$ cat src/rtl/ping_pong_ctrl_n_if.sv
// ---------------------------------------------------------------------------
// ping_pong_ctrl_n_if
// Handshake and bank-control bundle for the ping-pong buffer controller.
//
// Signals:
//   wr_valid / wr_ready             producer row handshake
//   rd_ready / rd_valid             consumer row handshake (rd_valid is 1 cycle
//                                   after the bank read is issued)
//   rd_bank, rd_last                consumer dout select and last-row flag
//   bank{0,1}_ena/_wea/_addra       buffer bank port controls
//   slicing_idx                     module slice written into the write bank
//   bank_full                       per-bank full flags
//   wr_stall_cnt                    only when PPB_CTRL_STALL_CNT_EN is defined
//
// Modports: master = controller side, slave = producer/consumer/bank side.
// ---------------------------------------------------------------------------
interface ping_pong_ctrl_n_if #(
  parameter int TOTAL_DEPTH   = 16,
  parameter int TOTAL_MODULES = 3
);
  localparam int ADDR_WIDTH = $clog2(TOTAL_DEPTH);
  localparam int SLICE_W    = (TOTAL_MODULES > 1) ? $clog2(TOTAL_MODULES) : 1;

  logic                  wr_valid;
  logic                  wr_ready;
  logic                  rd_ready;
  logic                  rd_valid;
  logic                  rd_bank;
  logic                  rd_last;
  logic                  bank0_ena;
  logic                  bank0_wea;
  logic [ADDR_WIDTH-1:0] bank0_addra;
  logic                  bank1_ena;
  logic                  bank1_wea;
  logic [ADDR_WIDTH-1:0] bank1_addra;
  logic [SLICE_W-1:0]    slicing_idx;
  logic [1:0]            bank_full;
`ifdef PPB_CTRL_STALL_CNT_EN
  logic [15:0]           wr_stall_cnt;
`endif

  modport master (
`ifdef PPB_CTRL_STALL_CNT_EN
    output wr_stall_cnt,
`endif
    input  wr_valid, rd_ready,
    output wr_ready, rd_valid, rd_bank, rd_last,
    output bank0_ena, bank0_wea, bank0_addra,
    output bank1_ena, bank1_wea, bank1_addra,
    output slicing_idx, bank_full
  );

  modport slave (
`ifdef PPB_CTRL_STALL_CNT_EN
    input  wr_stall_cnt,
`endif
    output wr_valid, rd_ready,
    input  wr_ready, rd_valid, rd_bank, rd_last,
    input  bank0_ena, bank0_wea, bank0_addra,
    input  bank1_ena, bank1_wea, bank1_addra,
    input  slicing_idx, bank_full
  );
endinterface

$ cat src/rtl/ping_pong_ctrl_n.sv
// ---------------------------------------------------------------------------
// ping_pong_ctrl_n
// Ping-pong (double) buffer controller. A producer fills one bank row by row
// while the consumer drains the other; full flags hand banks between sides.
//
// Ports:
//   clk     rising-edge clock
//   rst_n   asynchronous active-low reset
//   clear   synchronous flush of all state
//   bus     ping_pong_ctrl_n_if.master (handshakes, bank controls, status)
//
// Optional build macro: PPB_CTRL_STALL_CNT_EN adds bus.wr_stall_cnt, a
// saturating 16-bit count of cycles where wr_valid is held off by wr_ready.
// ---------------------------------------------------------------------------
module ping_pong_ctrl_n #(
  parameter  int TOTAL_DEPTH   = 16,
  parameter  int TOTAL_MODULES = 3,
  localparam int ADDR_WIDTH    = $clog2(TOTAL_DEPTH)
) (
  input  logic                     clk,
  input  logic                     rst_n,
  input  logic                     clear,
  ping_pong_ctrl_n_if.master       bus
);
  localparam int                    SLICE_W    = (TOTAL_MODULES > 1) ? $clog2(TOTAL_MODULES) : 1;
  localparam logic [ADDR_WIDTH-1:0] ADDR_LAST  = ADDR_WIDTH'(TOTAL_DEPTH - 1);
  localparam logic [SLICE_W-1:0]    SLICE_LAST = SLICE_W'(TOTAL_MODULES - 1);

  logic                  wsel, wsel_nxt;
  logic                  rsel, rsel_nxt;
  logic [ADDR_WIDTH-1:0] wr_addr, wr_addr_nxt;
  logic [ADDR_WIDTH-1:0] rd_addr, rd_addr_nxt;
  logic [1:0]            full, full_nxt;
  logic [SLICE_W-1:0]    slice, slice_nxt;
  logic                  rd_vld_p1, rd_bank_p1, rd_last_p1;
  logic                  wr_ready;
  logic                  wr_fire, rd_fire;

  // Handshakes are gated by rst_n so no bank strobe leaks out during reset.
  // A write needs the write bank not full and a read needs the read bank
  // full, so both can never target the same bank in one cycle.
  assign wr_ready = ~full[wsel];
  assign wr_fire  = bus.wr_valid & wr_ready & rst_n;
  assign rd_fire  = bus.rd_ready & full[rsel] & rst_n;

  always_comb begin
    wsel_nxt    = wsel;
    rsel_nxt    = rsel;
    wr_addr_nxt = wr_addr;
    rd_addr_nxt = rd_addr;
    full_nxt    = full;
    slice_nxt   = slice;
    if (wr_fire) begin
      if (wr_addr == ADDR_LAST) begin
        full_nxt[wsel] = 1'b1;
        wr_addr_nxt    = '0;
        wsel_nxt       = ~wsel;
        slice_nxt      = (slice == SLICE_LAST) ? '0 : slice + SLICE_W'(1);
      end else begin
        wr_addr_nxt = wr_addr + ADDR_WIDTH'(1);
      end
    end
    // Touches only full[rsel]; a concurrent write completion updates the
    // other bit, so both completions land independently.
    if (rd_fire) begin
      if (rd_addr == ADDR_LAST) begin
        full_nxt[rsel] = 1'b0;
        rd_addr_nxt    = '0;
        rsel_nxt       = ~rsel;
      end else begin
        rd_addr_nxt = rd_addr + ADDR_WIDTH'(1);
      end
    end
  end

  always_ff @(posedge clk or negedge rst_n) begin
    if (!rst_n) begin
      wsel    <= 1'b0;
      rsel    <= 1'b0;
      wr_addr <= '0;
      rd_addr <= '0;
      full    <= 2'b00;
      slice   <= '0;
    end else if (clear) begin
      wsel    <= 1'b0;
      rsel    <= 1'b0;
      wr_addr <= '0;
      rd_addr <= '0;
      full    <= 2'b00;
      slice   <= '0;
    end else begin
      wsel    <= wsel_nxt;
      rsel    <= rsel_nxt;
      wr_addr <= wr_addr_nxt;
      rd_addr <= rd_addr_nxt;
      full    <= full_nxt;
      slice   <= slice_nxt;
    end
  end

  // ---- stage p0 -> p1: bank read latency, consumer qualifiers ----
  always_ff @(posedge clk or negedge rst_n) begin
    if (!rst_n) begin
      rd_vld_p1  <= 1'b0;
      rd_bank_p1 <= 1'b0;
      rd_last_p1 <= 1'b0;
    end else if (clear) begin
      rd_vld_p1  <= 1'b0;
      rd_bank_p1 <= 1'b0;
      rd_last_p1 <= 1'b0;
    end else begin
      rd_vld_p1  <= rd_fire;
      rd_bank_p1 <= rd_fire ? rsel : rd_bank_p1;
      rd_last_p1 <= rd_fire & (rd_addr == ADDR_LAST);
    end
  end

  // A bank that is the non-full write bank is addressed by the write
  // pointer; otherwise it is (or will next be) the read bank.
  assign bus.bank0_ena   = (wr_fire & ~wsel) | (rd_fire & ~rsel);
  assign bus.bank0_wea   = wr_fire & ~wsel;
  assign bus.bank0_addra = (~wsel & ~full[0]) ? wr_addr : rd_addr;
  assign bus.bank1_ena   = (wr_fire & wsel) | (rd_fire & rsel);
  assign bus.bank1_wea   = wr_fire & wsel;
  assign bus.bank1_addra = (wsel & ~full[1]) ? wr_addr : rd_addr;

  assign bus.wr_ready    = wr_ready;
  assign bus.rd_valid    = rd_vld_p1;
  assign bus.rd_bank     = rd_bank_p1;
  assign bus.rd_last     = rd_last_p1;
  assign bus.slicing_idx = slice;
  assign bus.bank_full   = full;

`ifdef PPB_CTRL_STALL_CNT_EN
  logic [15:0] stall_cnt;

  always_ff @(posedge clk or negedge rst_n) begin
    if (!rst_n) begin
      stall_cnt <= '0;
    end else if (clear) begin
      stall_cnt <= '0;
    end else if (bus.wr_valid && !wr_ready && (stall_cnt != 16'hFFFF)) begin
      stall_cnt <= stall_cnt + 16'd1;
    end
  end

  assign bus.wr_stall_cnt = stall_cnt;
`else
  // Stall counter not built in this configuration.
`endif

endmodule

$ cat src/flat_wrapper.sv
// flat-port wrapper written by rule: the top's interface ports become plain ports
module ping_pong_ctrl_n_flat 
#(
  parameter  int TOTAL_DEPTH   = 16,
  parameter  int TOTAL_MODULES = 3,
  localparam int ADDR_WIDTH    = $clog2(TOTAL_DEPTH)
)
  (clk, rst_n, clear, bus_wr_valid, bus_rd_ready, bus_wr_ready, bus_rd_valid, bus_rd_bank, bus_rd_last, bus_bank0_ena, bus_bank0_wea, bus_bank0_addra, bus_bank1_ena, bus_bank1_wea, bus_bank1_addra, bus_slicing_idx, bus_bank_full);
  ping_pong_ctrl_n_if #(.TOTAL_DEPTH(TOTAL_DEPTH), .TOTAL_MODULES(TOTAL_MODULES)) bus_i ();
  input  logic clk;
  input  logic rst_n;
  input  logic clear;
  input wire logic [$bits(bus_i.wr_valid)-1:0] bus_wr_valid;
  input wire logic [$bits(bus_i.rd_ready)-1:0] bus_rd_ready;
  output wire logic [$bits(bus_i.wr_ready)-1:0] bus_wr_ready;
  output wire logic [$bits(bus_i.rd_valid)-1:0] bus_rd_valid;
  output wire logic [$bits(bus_i.rd_bank)-1:0] bus_rd_bank;
  output wire logic [$bits(bus_i.rd_last)-1:0] bus_rd_last;
  output wire logic [$bits(bus_i.bank0_ena)-1:0] bus_bank0_ena;
  output wire logic [$bits(bus_i.bank0_wea)-1:0] bus_bank0_wea;
  output wire logic [$bits(bus_i.bank0_addra)-1:0] bus_bank0_addra;
  output wire logic [$bits(bus_i.bank1_ena)-1:0] bus_bank1_ena;
  output wire logic [$bits(bus_i.bank1_wea)-1:0] bus_bank1_wea;
  output wire logic [$bits(bus_i.bank1_addra)-1:0] bus_bank1_addra;
  output wire logic [$bits(bus_i.slicing_idx)-1:0] bus_slicing_idx;
  output wire logic [$bits(bus_i.bank_full)-1:0] bus_bank_full;
  assign bus_i.wr_valid = bus_wr_valid;
  assign bus_i.rd_ready = bus_rd_ready;
  assign bus_wr_ready = bus_i.wr_ready;
  assign bus_rd_valid = bus_i.rd_valid;
  assign bus_rd_bank = bus_i.rd_bank;
  assign bus_rd_last = bus_i.rd_last;
  assign bus_bank0_ena = bus_i.bank0_ena;
  assign bus_bank0_wea = bus_i.bank0_wea;
  assign bus_bank0_addra = bus_i.bank0_addra;
  assign bus_bank1_ena = bus_i.bank1_ena;
  assign bus_bank1_wea = bus_i.bank1_wea;
  assign bus_bank1_addra = bus_i.bank1_addra;
  assign bus_slicing_idx = bus_i.slicing_idx;
  assign bus_bank_full = bus_i.bank_full;
  ping_pong_ctrl_n #(.TOTAL_DEPTH(TOTAL_DEPTH), .TOTAL_MODULES(TOTAL_MODULES)) u_core (.clk(clk), .rst_n(rst_n), .clear(clear), .bus(bus_i));
endmodule
$ cat config.mk
export PLATFORM = sky130hd
export DESIGN_NAME = ping_pong_ctrl_n_flat
export DESIGN_NICKNAME = d
export VERILOG_FILES = /design/src/rtl/ping_pong_ctrl_n_if.sv /design/src/rtl/ping_pong_ctrl_n.sv /design/src/flat_wrapper.sv
export SDC_FILE = /design/constraint.sdc
export NUM_CORES = 1
export LEC_CHECK = 0
export CAP_MARGIN = 5
export CORE_MARGIN = 2
export CORE_UTILIZATION = 41
export CTS_CLUSTER_SIZE = 16
export DETAILED_ROUTE_END_ITERATION = 16
export GPL_TIMING_DRIVEN = 1
export HOLD_SLACK_MARGIN = 0.12
export PLACE_DENSITY = 0.68
export REMOVE_ABC_BUFFERS = 1
export SYNTH_ARGS = -nofsm -noshare
export SYNTH_HDL_FRONTEND = slang
export SYNTH_SLANG_ARGS = --single-unit
$ cat constraint.sdc
create_clock -name clk -period 1.93 [get_ports clk]
set_clock_uncertainty 0.2 [all_clocks]
set_input_delay 0.2895 -clock clk [delete_from_list [all_inputs] [get_ports clk]]
set_output_delay 0.2895 -clock clk [all_outputs]
set_load 0.05 [all_outputs]
==> key figures <==
Outcome
  – Status: finished, violations left
  – Failing checks: setup timing

Finish
  – FILL cells: between 150 and 200
  – Proportion of layout cells with a drive suffix above 1: 44.4%
  – Ant. Diodes: 0
  – Final Instance Area: 1680 um^2
  – P&R area growth vs syn: 63.6%
  – Fin cells: 190
  – Final net count: approximately 170

Floorplanning
  – Cell row count: 18
  – Die Y: 54.1 um
  – Die width: ~54 um
  – Area of the core: around 2400 um^2
  – Starting Density: between 40% and 50%
  – Full die area: 2930 um^2
  – Ports: 25

Place
  – Post-DP HPWL: 2130 um
  – Post-place instance area: between 1000 and 1500 um^2
  – Inst Count DP: between 150 and 200
  – Final GP Congestion: ~0.81
  – Buffers added on ports: 24
  – DP Worst Slack: -0.0367 ns

Logic synthesis
  – Syn Area/Cell: 9.35 um^2
  – FF+latch count, synth: 17
  – Cell Area, Synth: 1030 um^2
  – Synth unique cells: 35
  – Cells after Synth: 110
  – Synth area leader: dfrtp_1
  – Synth Flop Type: dfrtp_1
  – Warnings, synthesis: 0
  – Asr flop ratio synth: 100%
  – Synth area leaders: dfrtp_1 (41%), mux2_2 (7.7%), nor2_1 (3.6%), o21ai_0 (3.4%), a21oi_1 (2.9%)
  – EDFF count, synth: 0
  – Seq/Total Area, Yosys: about 41%
  – Count leader, synth: dfrtp_1
  – Area share of the largest cell type after synthesis: between 40 and 50%
  – Post-synth top cells: dfrtp_1 (17), nor2_1 (10), nand2_1 (8)

CTS
  – Htree depth: 1
  – Clk slew on worst S/H paths: roughly 0.11 ns
  – Max clock buf depth: 2
  – CTS tree: built
  – Root buf cell: clkbuf_4
  – Clock Latency Late Sink: roughly 0.30 ns
  – TritonCTS Buffers: 3
  – Clock sinks: 17

Power
  – Sequential power share: between 50% and 60%
  – Switching Power: ~0.18 mW
  – VDD IR max: between 400 and 500 uV
  – Pwr/cell area: slightly below 400 nW/um^2
  – Cell leakage power: 0.757 nW
  – Comb pwr share: between 10% and 20%
  – Sw Ratio: 27.3%
  – Clk pwr share: approximately 30%
  – Power Internal: slightly below 0.5 mW
  – Tot Pwr: between 0.6 and 0.7 mW

Critical path
  – Crit. path cell count: 4
  – Slowest-stage cell, CP: dfrtp_1
  – Crit path from: u_core.bus.bank_full[0]
  – Reg2Reg Depth: 5
  – Crit Path Max Fanout: 5
  – Reg2reg end: u_core.wr_addr[3]
  – Reg-to-reg setup timing slack: 0.02 ns
  – Reg2Reg Launch Point: u_core.wsel
  – Worst Path Arrival: roughly 1.5 ns
  – Worst setup SP type: register
  – WP buf/inv: 2
  – Endpoint class of the critical path: output pin
  – CP Cell Sequence: nor2_2 > buf_6 > mux2_4 > buf_8
  – Setup CP Type: reg2out
  – Worst path max stage delay: roughly 0.42 ns
  – CP top delay family: flip-flops
  – Critical Path Sink: bus_bank0_addra[0]
  – Req. time, crit path: 1.44 ns

Routing
  – Vias post-DR: roughly 1,100
  – Detail Route Antenna Nets: 0
  – Drt drc: 0
  – Post-Route WL: between 3000 and 4000 um
  – WL met2: 1580 um
  – M1 wire length: about 1200 um
  – Initial DRT Pass Iterations: 4
  – Drt initial violations: 37
  – Wire length per cell: between 15 and 20 um
  – Via density: about 5.8
  – DR WL met3: roughly 180 um
  – Highest metal used: met4

Global route
  – Largest net degree at the start of global routing: 11
  – First-pass GRT wire length: ~4500 um
  – GRT Util Overall: between 20% and 30%
  – Grt total ovfl: 0
  – Initial antenna violation count: 0
  – Vias in the first global route: 1,016

Worst hold path
  – Worst min-delay path category: in2async

Flow run
  – Max-cap violations: 0

Timing
  – Tmin final: ~2 ns
  – Final Cycle Share: 103%
  – Fmax: about 0.50 GHz
  – Slew HR: approximately 71%
  – RSZ-0062 raised after global routing: yes
  – Final hold viol count: 0
  – Setup ws final: -0.0568 ns
  – Worst-margin pin slew: between 0.4 and 0.5 ns
  – Final setup viols: 9
  – Final Slew Violations: 0
power by group through the flow:
stage	Combinational, mW	Clock (mW)	Sequential, mW
2_1_floorplan	0.0340	0	0.367
3_3_place_gp	0.0941	0	0.367
3_5_place_dp	0.0961	0	0.367
4_1_cts	0.103	0.203	0.360
5_1_grt	0.117	0.219	0.360
6_report	0.109	0.198	0.360
metal layers:
| layer | up-vias | GRT usage, % |
|---|---|---|
| li1 | 515 | - |
| met4 | 0 | 4.17 |
| met2 | 40 | 39.0 |
| met3 | 6 | 6.39 |
| met5 | - | 0 |
| met1 | 542 | 24.2 |
logic make-up after synthesis:
kind of cell             share of synthesized area, %
flip-flops                                       41.4
multiplexers                                     13.1
buffers and inverters                            4.50
AO/OA/AOI/OAI                                    18.6
adder cells (fa/ha/maj)                          2.43
AND/OR/NAND/NOR                                  20.0
worst min-delay path by stage:
stage / from / endpoint / slack (ns) / cells past startpoint
3_5_place_dp: u_core.bus.rd_bank / u_core.bus.rd_bank / 0.34 / 2
2_1_floorplan: rst_n / u_core.bus.bank_full[0] / -0.21 / 0
5_1_grt: rst_n / u_core.rsel / 0.29 / 3
3_3_place_gp: u_core.bus.rd_bank / u_core.bus.rd_bank / 0.33 / 2
4_1_cts: rst_n / u_core.bus.bank_full[0] / 0.26 / 3
6_report: rst_n / u_core.bus.bank_full[0] / 0.28 / 3
sequential cells by signal, summed over array words and instances (netlist names):
signal / cells
u_core.wr_addr: 4
u_core.rd_addr: 4
u_core.bus.slicing_idx: 2
u_core.bus.rd_valid: 1
u_core.bus.bank_full: 2
u_core.wsel: 1
u_core.bus.rd_bank: 1
u_core.bus.rd_last: 1
u_core.rsel: 1
per-stage QoR:
step | setup TNS (ns) | hold slack [ns] | utilization, %
after global placement | 0 | 0.329 | 60.0
final | -0.286 | 0.278 | 69.2
after detailed placement | -0.0367 | 0.336 | 60.0
after global routing | -0.937 | 0.289 | 69.2
after floorplan | -2.98 | -0.206 | -
after CTS | -0.185 | 0.262 | 65.4
placed cells by master (no fill, tap or decap), types with 3 or more instances in the layout:
| cell type | instances |
|---|---|
| a31oi_1 | 3 |
| a21oi_1 | 5 |
| mux2_4 | 7 |
| nand3_1 | 6 |
| clkbuf_4 | 3 |
| nand2_1 | 7 |
| o21ai_0 | 7 |
| buf_12 | 6 |
| buf_8 | 4 |
| nor2_1 | 8 |
| dfrtp_1 | 17 |
| buf_4 | 28 |
| nor3_1 | 3 |
| inv_1 | 5 |
| buf_6 | 5 |
| clkdlybuf4s50_1 | 4 |
layout make-up:
cell class	instances	area, um^2	share of cell area (%)
Clock inverter	1	5.00	0.297
Clock buffer	3	22.5	1.34
Tap cell	30	37.5	2.23
Sequential cell	17	425	25.3
Multi-Input combinational cell	83	642	38.1
Timing Repair Buffer	49	522	31.0
Inverter	7	28.8	1.71
worst register-to-register path: stages (launching register included):
cell and delay [ns]:
dfrtp_1 0.43, buf_4 0.18, mux2_4 0.33, buf_4 0.15
a211o_1 0.26, a32o_1 0.25
what timing repair did:
item | CTS | global route
hold buffers | 1 | 0
setup buffers | 3 | 3
resized for setup | 21 | 15
endpoints found under the hold margin | 3 | 0
setup endpoints to repair | 9 | 15
pin swaps | 2 | 1
Note: power is estimated with default switching activity, not from simulation.
